==> src/rtl/decode_skid_ctrl.sv <==
// Decode-stage flow controller: two-entry main/skid buffer between fetch and
// decode/execute, with load-use bubble insertion, flush and a bubble counter.
module decode_skid_ctrl #(
  parameter int PC_W    = 64,
  parameter int INSTR_W = 32,
  parameter int CNT_W   = 16
) (
  input  logic               clk,
  input  logic               reset,
  input  logic               in_valid,
  output logic               in_ready,
  input  logic [PC_W-1:0]    in_pc,
  input  logic [INSTR_W-1:0] in_instr,
  output logic               out_valid,
  input  logic               out_ready,
  output logic [PC_W-1:0]    out_pc,
  output logic [INSTR_W-1:0] out_instr,
  input  logic               hazard_stall,
  input  logic               flush,
  output logic [CNT_W-1:0]   bubble_cnt
);

  localparam logic [1:0] EMPTY = 2'd0;
  localparam logic [1:0] ONE   = 2'd1;
  localparam logic [1:0] FULL  = 2'd2;

  localparam logic [CNT_W-1:0] CNT_MAX = '1;
  localparam logic [CNT_W-1:0] CNT_ONE = {{(CNT_W-1){1'b0}}, 1'b1};

  logic [1:0]         state_r;
  logic [1:0]         state_nxt_s;
  logic [PC_W-1:0]    main_pc_r;
  logic [INSTR_W-1:0] main_instr_r;
  logic [PC_W-1:0]    skid_pc_r;
  logic [INSTR_W-1:0] skid_instr_r;
  logic [CNT_W-1:0]   bubble_cnt_r;

  logic main_valid_s;
  logic in_fire_s;
  logic out_fire_s;
  logic load_main_in_s;
  logic load_main_skid_s;
  logic load_skid_s;
  logic bubble_s;

  assign main_valid_s = (state_r != EMPTY);
  assign in_ready     = (state_r != FULL) & ~flush & ~reset;
  assign out_valid    = main_valid_s & ~hazard_stall;
  assign in_fire_s    = in_valid & in_ready;
  assign out_fire_s   = out_valid & out_ready;
  assign bubble_s     = main_valid_s & hazard_stall & ~flush;

  assign out_pc     = main_pc_r;
  assign out_instr  = main_instr_r;
  assign bubble_cnt = bubble_cnt_r;

  // Next-state and payload-load decode; flush overrides every transition.
  always_comb begin
    state_nxt_s      = state_r;
    load_main_in_s   = 1'b0;
    load_main_skid_s = 1'b0;
    load_skid_s      = 1'b0;
    if (flush) begin
      state_nxt_s = EMPTY;
    end else begin
      case (state_r)
        EMPTY: begin
          if (in_fire_s) begin
            state_nxt_s    = ONE;
            load_main_in_s = 1'b1;
          end else begin
            state_nxt_s = EMPTY;
          end
        end
        ONE: begin
          if (in_fire_s && out_fire_s) begin
            state_nxt_s    = ONE;
            load_main_in_s = 1'b1;
          end else if (in_fire_s) begin
            state_nxt_s = FULL;
            load_skid_s = 1'b1;
          end else if (out_fire_s) begin
            state_nxt_s = EMPTY;
          end else begin
            state_nxt_s = ONE;
          end
        end
        FULL: begin
          if (out_fire_s) begin
            state_nxt_s      = ONE;
            load_main_skid_s = 1'b1;
          end else begin
            state_nxt_s = FULL;
          end
        end
        default: begin
          // Unreachable encoding: recover to a clean empty buffer.
          state_nxt_s = EMPTY;
        end
      endcase
    end
  end

  // Occupancy state register.
  always_ff @(posedge clk or posedge reset) begin
    if (reset) begin
      state_r <= EMPTY;
    end else begin
      state_r <= state_nxt_s;
    end
  end

  // Main entry payload: filled from fetch or promoted from the skid entry.
  always_ff @(posedge clk or posedge reset) begin
    if (reset) begin
      main_pc_r    <= '0;
      main_instr_r <= '0;
    end else if (load_main_in_s) begin
      main_pc_r    <= in_pc;
      main_instr_r <= in_instr;
    end else if (load_main_skid_s) begin
      main_pc_r    <= skid_pc_r;
      main_instr_r <= skid_instr_r;
    end
  end

  // Skid entry payload: catches the instruction accepted while main is stuck.
  always_ff @(posedge clk or posedge reset) begin
    if (reset) begin
      skid_pc_r    <= '0;
      skid_instr_r <= '0;
    end else if (load_skid_s) begin
      skid_pc_r    <= in_pc;
      skid_instr_r <= in_instr;
    end
  end

  // Saturating count of cycles where a held instruction was turned into a bubble.
  always_ff @(posedge clk or posedge reset) begin
    if (reset) begin
      bubble_cnt_r <= '0;
    end else if (bubble_s && (bubble_cnt_r != CNT_MAX)) begin
      bubble_cnt_r <= bubble_cnt_r + CNT_ONE;
    end
  end

endmodule

==> config.mk <==
export PLATFORM = sky130hd
export DESIGN_NAME = decode_skid_ctrl
export DESIGN_NICKNAME = d
export VERILOG_FILES = /design/src/rtl/decode_skid_ctrl.sv
export SDC_FILE = /design/constraint.sdc
export NUM_CORES = 1
export LEC_CHECK = 0
export CORE_UTILIZATION = 49
export DETAILED_ROUTE_END_ITERATION = 10
export PLACE_DENSITY = 0.89
export REMOVE_ABC_BUFFERS = 1
export SYNTH_ARGS = -nofsm -noshare
export SYNTH_HDL_FRONTEND = slang
export SYNTH_SLANG_ARGS = --single-unit
==> constraint.sdc <==
create_clock -name clk -period 7.24 [get_ports clk]
set_clock_uncertainty 0.2 [all_clocks]
set_input_delay 0.724 -clock clk [delete_from_list [all_inputs] [get_ports clk]]
set_output_delay 0.724 -clock clk [all_outputs]
set_load 0.02 [all_outputs]
# After elaboration in Yosys (flattened, before gate mapping)
# Index checks and enable logic that the tools add are counted.
word_totals:
  input_bits: 102
  reg_bits: 210
  wordCells: 47
op_classes:
  reduce_logical: 5
  n_eq_ne: 4
  bitwise_logic: 10
  n_mux: 21
  n_addsub: 1
ops:
  columns: ["operator", "n"]
  rows:
  - ["$mux W64", 2]
  - ["$mux W32", 2]
  - ["$add A16 B1 Y16 const B", 1]
  - ["$ne A16 B16 Y1 const B", 1]
  - ["$mux W1", 11]
  - ["$mux W2", 4]
  - ["$and A1 B1 Y1", 7]
  - ["$pmux W2 S3", 1]
  - ["$reduce_bool A2 Y1", 2]
  - ["$not A1 Y1", 3]
  - ["$eq A2 B1 Y1 const B", 1]
  - ["$eq A2 B2 Y1 const B", 1]
  - ["$logic_and A1 B1 Y1", 2]
  - ["$logic_not A2 Y1", 1]
  - ["$ne A2 B2 Y1 const B", 1]
  - ["$pmux W1 S2", 1]

# Logic depth before layout (Yosys ltp)
# Gate-level depths: netlist of the first run.
logic_depth:
  depth_word: 9
  depth_mapped: 10
  mapped_depth_nobuf: 8

# Worst setup path after synthesis of the first run
# Ideal clock, no wire load.
synth_path:
  path_type: "in2reg"
  startpoint: "input flush"
  endpoint: "register skid_pc_r[12]"
  path_buffers: 3
  setup_time_ns: 0.125
  t_arrival_ns: 2.440
  stages: 7
  setup_slack_ns: 4.475
  required_ns: 6.915
  cell_sequence: "clkbuf_1 -> nor4b_1 -> ha_1 -> and3_1 -> clkbuf_1 -> buf_2 -> mux2_2"
synth_via:
  elab_chain_cells: 8
  word_cells_on_any_way: 9
  cone_classes: "mux: 4; bitwise: 4; reduce/logical: 1"
synth_lines:
  columns: ["element", "line_no", "rtl"]
  rows:
  - ["start, declared", "19", "input logic flush,"]
  - ["$not A1 Y1", "47", "assign in_ready = (state_r != FULL) & ~flush & ~reset;"]
  - ["$and A1 B1 Y1 (2 in series)", "47", null]
  - ["$and A1 B1 Y1", "49", "assign in_fire_s = in_valid & in_ready;"]
  - ["$mux W1 or $logic_and A1 B1 Y1 (tied branches)", "79, 76", null]
  - ["$mux W1", "76", "if (in_fire_s && out_fire_s) begin"]
  - ["$mux W1", "66", "case (state_r)"]
  - ["$mux W1 (*)", "63", "if (flush) begin"]
  - ["end signal, assigned", "133", "skid_pc_r <= in_pc;"]
  - ["end, declared", "34", "logic [PC_W-1:0] skid_pc_r;"]
# Mark *: on every way between the ends. The rest lies on a longest branch, timed or not.
# A chain may end at the register's enable or synchronous reset.

# Worst setup path after layout of the first run
layout_path:
  startpoint: "input flush"
  endpoint: "register main_instr_r[29], in the netlist out_instr[29]"
layout_via:
  elab_chain_cells: 9
  word_cells_on_any_way: 12
  cone_classes: "mux: 6; bitwise: 4; reduce/logical: 2"
layout_lines:
  columns: ["element", "line_no", "rtl"]
  rows:
  - ["$not A1 Y1", "47", null]
  - ["$and A1 B1 Y1 (2 in series)", "47", null]
  - ["$and A1 B1 Y1", "49", null]
  - ["$logic_and A1 B1 Y1", "76", null]
  - ["$mux W1", "76", null]
  - ["$pmux W1 S2", "66", null]
  - ["$mux W1", "63", null]
  - ["$mux W32 or $reduce_bool A2 Y1 (tied branches)", null, null]
  - ["end signal, assigned", "120", "main_instr_r <= in_instr;"]
  - ["end signal, assigned", "123", "main_instr_r <= skid_instr_r;"]
  - ["end, declared", "33", "logic [INSTR_W-1:0] main_instr_r;"]
# Several ways; a longest one is shown, not always the timed one.

==> key figures, run 1 <==
Run status
  – Status: finished, final reports clean

Route
  – Routed length per instance: 18.2 um
  – Vias per std cell: 5.60
  – # DRC: 0
  – DRT Pass-1 Iters: 4
  – Antenna-violating nets left: 0
  – Starting DRT DRC Count: 287
  – Vias post-DR: 5954
  – DRT Wirelength: 19400 um

Global routing
  – Largest net degree at the start of global routing: 125
  – First-pass GRT wire length: 31100 um
  – Initial antenna violation count: 0
  – GRT overflow: 0
  – Tot GR Track Use: 21.2%
  – Number of global-route vias before repair: 6043

Clocking
  – Max clock buf depth: 3
  – H-tree depth: 1
  – CTS sink count: 210
  – Post_cts resized: 0
  – Clock-pin slew on the worst setup and hold paths: 60 ps
  – Hold-fix buffers, CTS: 0
  – TritonCTS clock tree: yes
  – Setup bufs post-CTS: 0
  – CTS buffer count: 22
  – Root buffer cell: clkbuf_16
  – Clock Latency Late Sink: 480 ps

Timing
  – Tcrit/Tclk final: 54.6%
  – Setup TNS: 0 ps
  – Slew margin rel.: 27.0%
  – F_max: 253 MHz
  – Worst-margin pin slew: 1100 ps
  – Setup violators final: 0
  – Fin. max-slew vios: 0
  – Min cycle time layout: 3950 ps
  – Hold Vio Cnt, Final: 0
  – RSZ-0062 raised after global routing: false

Worst setup path
  – Arrival time at the worst endpoint: 4160 ps
  – WP data required: 7450 ps
  – CP Capture Type: flip-flop
  – Max incr delay on CP: 860 ps
  – Crit path kind: input pin to flip-flop
  – Slowest-stage cell, CP: a21boi_4
  – Critical Path Fanout Max: 63
  – CP top delay family: buffers and inverters
  – Startpoint Class: input pin
  – Sequence of cells on the critical path: clkdlybuf4s50_1, nor4b_1, ha_1, nand2_1, a21boi_4, buf_4, a22o_1, a21o_1
  – WP buf/inv: 2

Yosys
  – Seq/Total Area, Yosys: 60.5%
  – Avg Cell Area, Syn: 13.9 um^2
  – Top-count cell post-synth: dfrtp_1
  – Async S/R FF share, synth: 100%
  – Count of cell types in the netlist: 37
  – Leading area contributor after synthesis: dfrtp_1
  – Ys Warns: 0
  – Synth top area share: 60.5%
  – Post-synth top cells: dfrtp_1 (210), mux2_2 (97), a21o_1 (96), a22o_1 (96), buf_2 (29)
  – Syn Inst Count: 626
  – Most area-consuming cells after synthesis: dfrtp_1 (60%), mux2_2 (13%), a22o_1 (9.7%)
  – Number of synthesized register bits: 210
  – Top_reg_cell synth: dfrtp_1
  – Number of synthesized flops with an enable pin: 0
  – Synthesized cell area: 8690 um^2

Power and ir drop
  – Clock share of power: 33.1%
  – Flop pwr share: 45.6%
  – Pwr dens: 277 nW/um^2
  – Combinational power share: 21.4%
  – Pint: 2370 uW
  – Sw frac: 26.6%
  – Leak pwr: 0.00583 uW
  – Worst vdd rail ir drop: 0.183 mV
  – Net Sw Power: 860 uW

Die
  – Die width: 135 um
  – I/O pin cnt: 216
  – Die footprint: 18300 um^2
  – Initial core utilization: 50.2%
  – Core Region: 17300 um^2
  – Chip height: 135 um
  – Cell row count: 48

Finish
  – Antenna Cells: 0
  – Final Net Count: 931
  – Core Util, Final: 67.6%
  – Area grow syn2layout: 34.5%
  – Fillers: 1221
  – Share of layout cells above drive strength 1: 17.5%

Flow run
  – Max-cap viol count: 0

Place
  – Hpwl dp: 12200 um
  – Final GP Congestion: 0.746
  – IO buf count: 215

Hold path
  – Hold Crit Class: flip-flop to flip-flop
[per-stage QoR]
stage | cells | power (uW) | hold WS [ps] | cell area [um^2] | setup slack (ps)
final | 1064 | 3230 | 273 | 11700 | 3290
after global routing | 1064 | 3370 | 284 | 11700 | 3020
after CTS | 1064 | 3270 | 277 | 11700 | 3270
after detailed placement | 1027 | 2190 | 265 | 11000 | 2770
after global placement | 1027 | 2160 | 258 | 11000 | 2830
after floorplan | 581 | 1810 | 281 | 8480 | -230
[registers in the layout, indices dropped and copies added, names as in the netlist]
register / flops
bubble_cnt: 16
out_pc: 64
out_instr: 32
skid_instr_r: 32
skid_pc_r: 64
state_r: 2
[worst paths after layout]
| kind | start | end | slack [ps] | cells past startpoint |
|---|---|---|---|---|
| max reg2reg | state_r[0] | out_instr[29] | 3560 | 8 |
| min in group asynchronous | reset | skid_instr_r[28] | 700 | 2 |
| max | flush | out_instr[29] | 3290 | 8 |
| min | out_instr[16] | out_instr[16] | 270 | 1 |
| max in group asynchronous | reset | skid_instr_r[23] | 4490 | 3 |
| min reg2reg | out_instr[16] | out_instr[16] | 270 | 1 |
[routing by layer]
metal / vias up / wire length [um] / global-route usage, %
met1: 3016 / 8200 / 27.3
met4: 0 / 402 / 5.99
met5: - / 0 / 0
met2: 180 / 9530 / 36.3
met3: 29 / 1260 / 4.41
li1: 2729 / - / -
[logic make-up after synthesis]
group,count (synthesis),share of synthesized area [%]
flops,210,60.5
xor+xnor,15,1.51
mux,97,12.6
buf+inv,48,2.53
fa+ha+maj,3,0.432
simple gates,54,3.72
compound gates,199,18.8
[placed cells by master, fill, tap and decap left out, types with 3 or more instances in the layout]
master,n
a21o_1,96
a22o_1,96
and4_1,3
buf_4,6
clkbuf_1,4
clkbuf_16,23
clkbuf_8,6
clkdlybuf4s50_1,215
clkinv_2,4
dfrtp_1,210
ha_1,3
mux2_2,97
nand2_1,8
nand3_1,6
nand4_1,4
nor2_1,4
nor3_1,8
nor4_1,3
xor2_1,14
[area by class of cell]
cell class                      instances  area (um^2)  area share, %
Sequential cell                       210         5260           45.0
Tap cell                              225          282           2.41
Multi-Input combinational cell        368         3240           27.7
Inverter                                3         18.8          0.161
Clock buffer                           33          673           5.76
Clock inverter                          4         20.0          0.171
Timing Repair Buffer                  221         2200           18.8
[power groups by stage]
stage	clock network (uW)	registers [uW]	logic, uW
after floorplan	0	1610	200
after detailed placement	0	1490	696
after global placement	0	1480	680
after global routing	1140	1490	735
after CTS	1100	1470	699
final	1070	1470	690
Power figures use the tool's default switching activity.
==> run 2: changes to the inputs <==
Clock period 7.24 ns to 3.71 ns, I/O delays scaled along.
==> run 2 against run 1 <==
Wire length grew 2.5%. Non-clock buffer count grew 8. Register-to-register slack got worse by 2800 ps. Global-route usage rose by 0.78 points. Clock-buffer cell count is 1 lower. First-iteration DRC count is 5.9% higher. Sequential power increased by 95%. Largest cell class unchanged. Highest routed layer unchanged.
==> key figures, run 2 (synthesis results as in run 1) <==
Timing
  – Final worst slack: 808 ps
  – Hold Vio Cnt, Final: 0
  – Setup violators final: 0
  – Slew margin rel.: 58.3%
  – Fin. max-slew vios: 0
  – Tcrit/Tclk final: 78.2%
  – Hold_ws: 252 ps
  – Worst-margin pin slew: 617 ps
  – RSZ-0062 raised after global routing: false
  – Min cycle time layout: 2900 ps
  – F_max: 345 MHz

Power and ir drop
  – Pwr dens: 534 nW/um^2
  – Leak pwr: 0.00588 uW
  – Worst vdd rail ir drop: 0.386 mV

Die
  – Cell row count: 48
  – Die width: 135 um
  – Core Region: 17300 um^2
  – Chip height: 135 um
  – Die footprint: 18300 um^2
  – I/O pin cnt: 216
  – Initial core utilization: 50.2%

Place
  – Hpwl dp: 12900 um
  – Final GP Congestion: 0.763
  – IO buf count: 215
  – Pre-CTS setup slack: 462 ps

Route
  – Starting DRT DRC Count: 304
  – DRT Wirelength: 19900 um
  – DRT Pass-1 Iters: 4
  – # DRC: 0
  – Antenna-violating nets left: 0
  – Vias per std cell: 5.64
  – Vias post-DR: 6048
  – Routed length per instance: 18.5 um

Worst setup path
  – Max incr delay on CP: 550 ps
  – Arrival time at the worst endpoint: 3120 ps
  – Slowest-stage cell, CP: nor4b_1
  – CP Capture Type: flip-flop
  – Critical Path Fanout Max: 45
  – Startpoint Class: flip-flop
  – CP top delay family: simple AND/OR/NAND/NOR gates
  – R2R depth: 8
  – Crit path kind: flip-flop to flip-flop
  – WP depth: 8
  – WP data required: 3930 ps
  – WP buf/inv: 1
  – Sequence of cells on the critical path: nor2b_1, nor4b_1, ha_1, nand2_1, a21boi_4, buf_4, a22o_1, a21o_1

Clocking
  – H-tree depth: 1
  – CTS buffer count: 22
  – Max clock buf depth: 3
  – TritonCTS clock tree: yes
  – Clock Latency Late Sink: 480 ps
  – Root buffer cell: clkbuf_16
  – Post_cts resized: 0
  – CTS sink count: 210
  – Hold-fix buffers, CTS: 0
  – Setup bufs post-CTS: 0
  – Clock-pin slew on the worst setup and hold paths: 60 ps

Finish
  – Most frequent cells in the layout: clkdlybuf4s50_1 (215), dfrtp_1 (210), mux2_2 (97)
  – Area grow syn2layout: 35.8%
  – Final Net Count: 939
  – Commonest non-fill, non-tap cell in the layout: clkdlybuf4s50_1
  – Fillers: 1237
  – Area of the multi-input gates: 3240 um^2
  – Sequential cell area: 5260 um^2
  – Share of layout cells above drive strength 1: 18.3%
  – Core Util, Final: 68.2%
  – Antenna Cells: 0

Global routing
  – Number of global-route vias before repair: 6190
  – Tot GR Track Use: 22.0%
  – Largest net degree at the start of global routing: 89
  – GRT overflow: 0
  – Initial antenna violation count: 0
  – First-pass GRT wire length: 32200 um

Run status
  – Status: finished, final reports clean

Hold path
  – Hold Crit Class: input pin to asynchronous set/reset pin

Flow run
  – Max-cap viol count: 0
==> run 2: layer usage <==
| metal | wire length (um) | global-route usage, % | vias up |
|---|---|---|---|
| li1 | - | - | 2750 |
| met1 | 8520 | 28.9 | 3093 |
| met2 | 9680 | 36.6 | 175 |
| met3 | 1240 | 5.05 | 30 |
| met4 | 439 | 6.30 | 0 |
| met5 | 0 | 0 | - |
==> run 2: final timing paths <==
check,endpoint,slack [ps],from
worst min-delay path,bubble_cnt[1],250,reset
worst max-delay path,out_pc[37],810,state_r[0]
min in group clk,out_pc[11],270,out_pc[11]
worst min register to register,out_pc[11],270,out_pc[11]
worst max register to register,out_pc[37],810,state_r[0]
max in group asynchronous,out_instr[15],2300,reset
==> run 2: report_power, final <==
part / switching [uW] / internal (uW) / total, uW
combinational: 619 / 744 / 1360
sequential: 219 / 2650 / 2870
clock: 855 / 1210 / 2070
total: 1690 / 4610 / 6300
==> run 2: final cells by class <==
type / instances / area share (%)
clock buffer: 32 / 5.50
clock inverter: 6 / 0.307
inverter: 3 / 0.159
multi-input combinational: 368 / 27.5
sequential: 210 / 44.5
tap: 225 / 2.39
timing repair buffer: 229 / 19.7
==> run 2: per-stage QoR <==
stage / std cells / area (um^2) / setup TNS, ps / total power, uW
4_1_cts: 1073 / 11800 / 0 / 6370
3_5_place_dp: 1035 / 11100 / 0 / 4280
5_1_grt: 1073 / 11800 / 0 / 6580
2_1_floorplan: 581 / 8480 / -886150 / 3540
3_3_place_gp: 1035 / 11100 / 0 / 4220
6_report: 1073 / 11800 / 0 / 6300
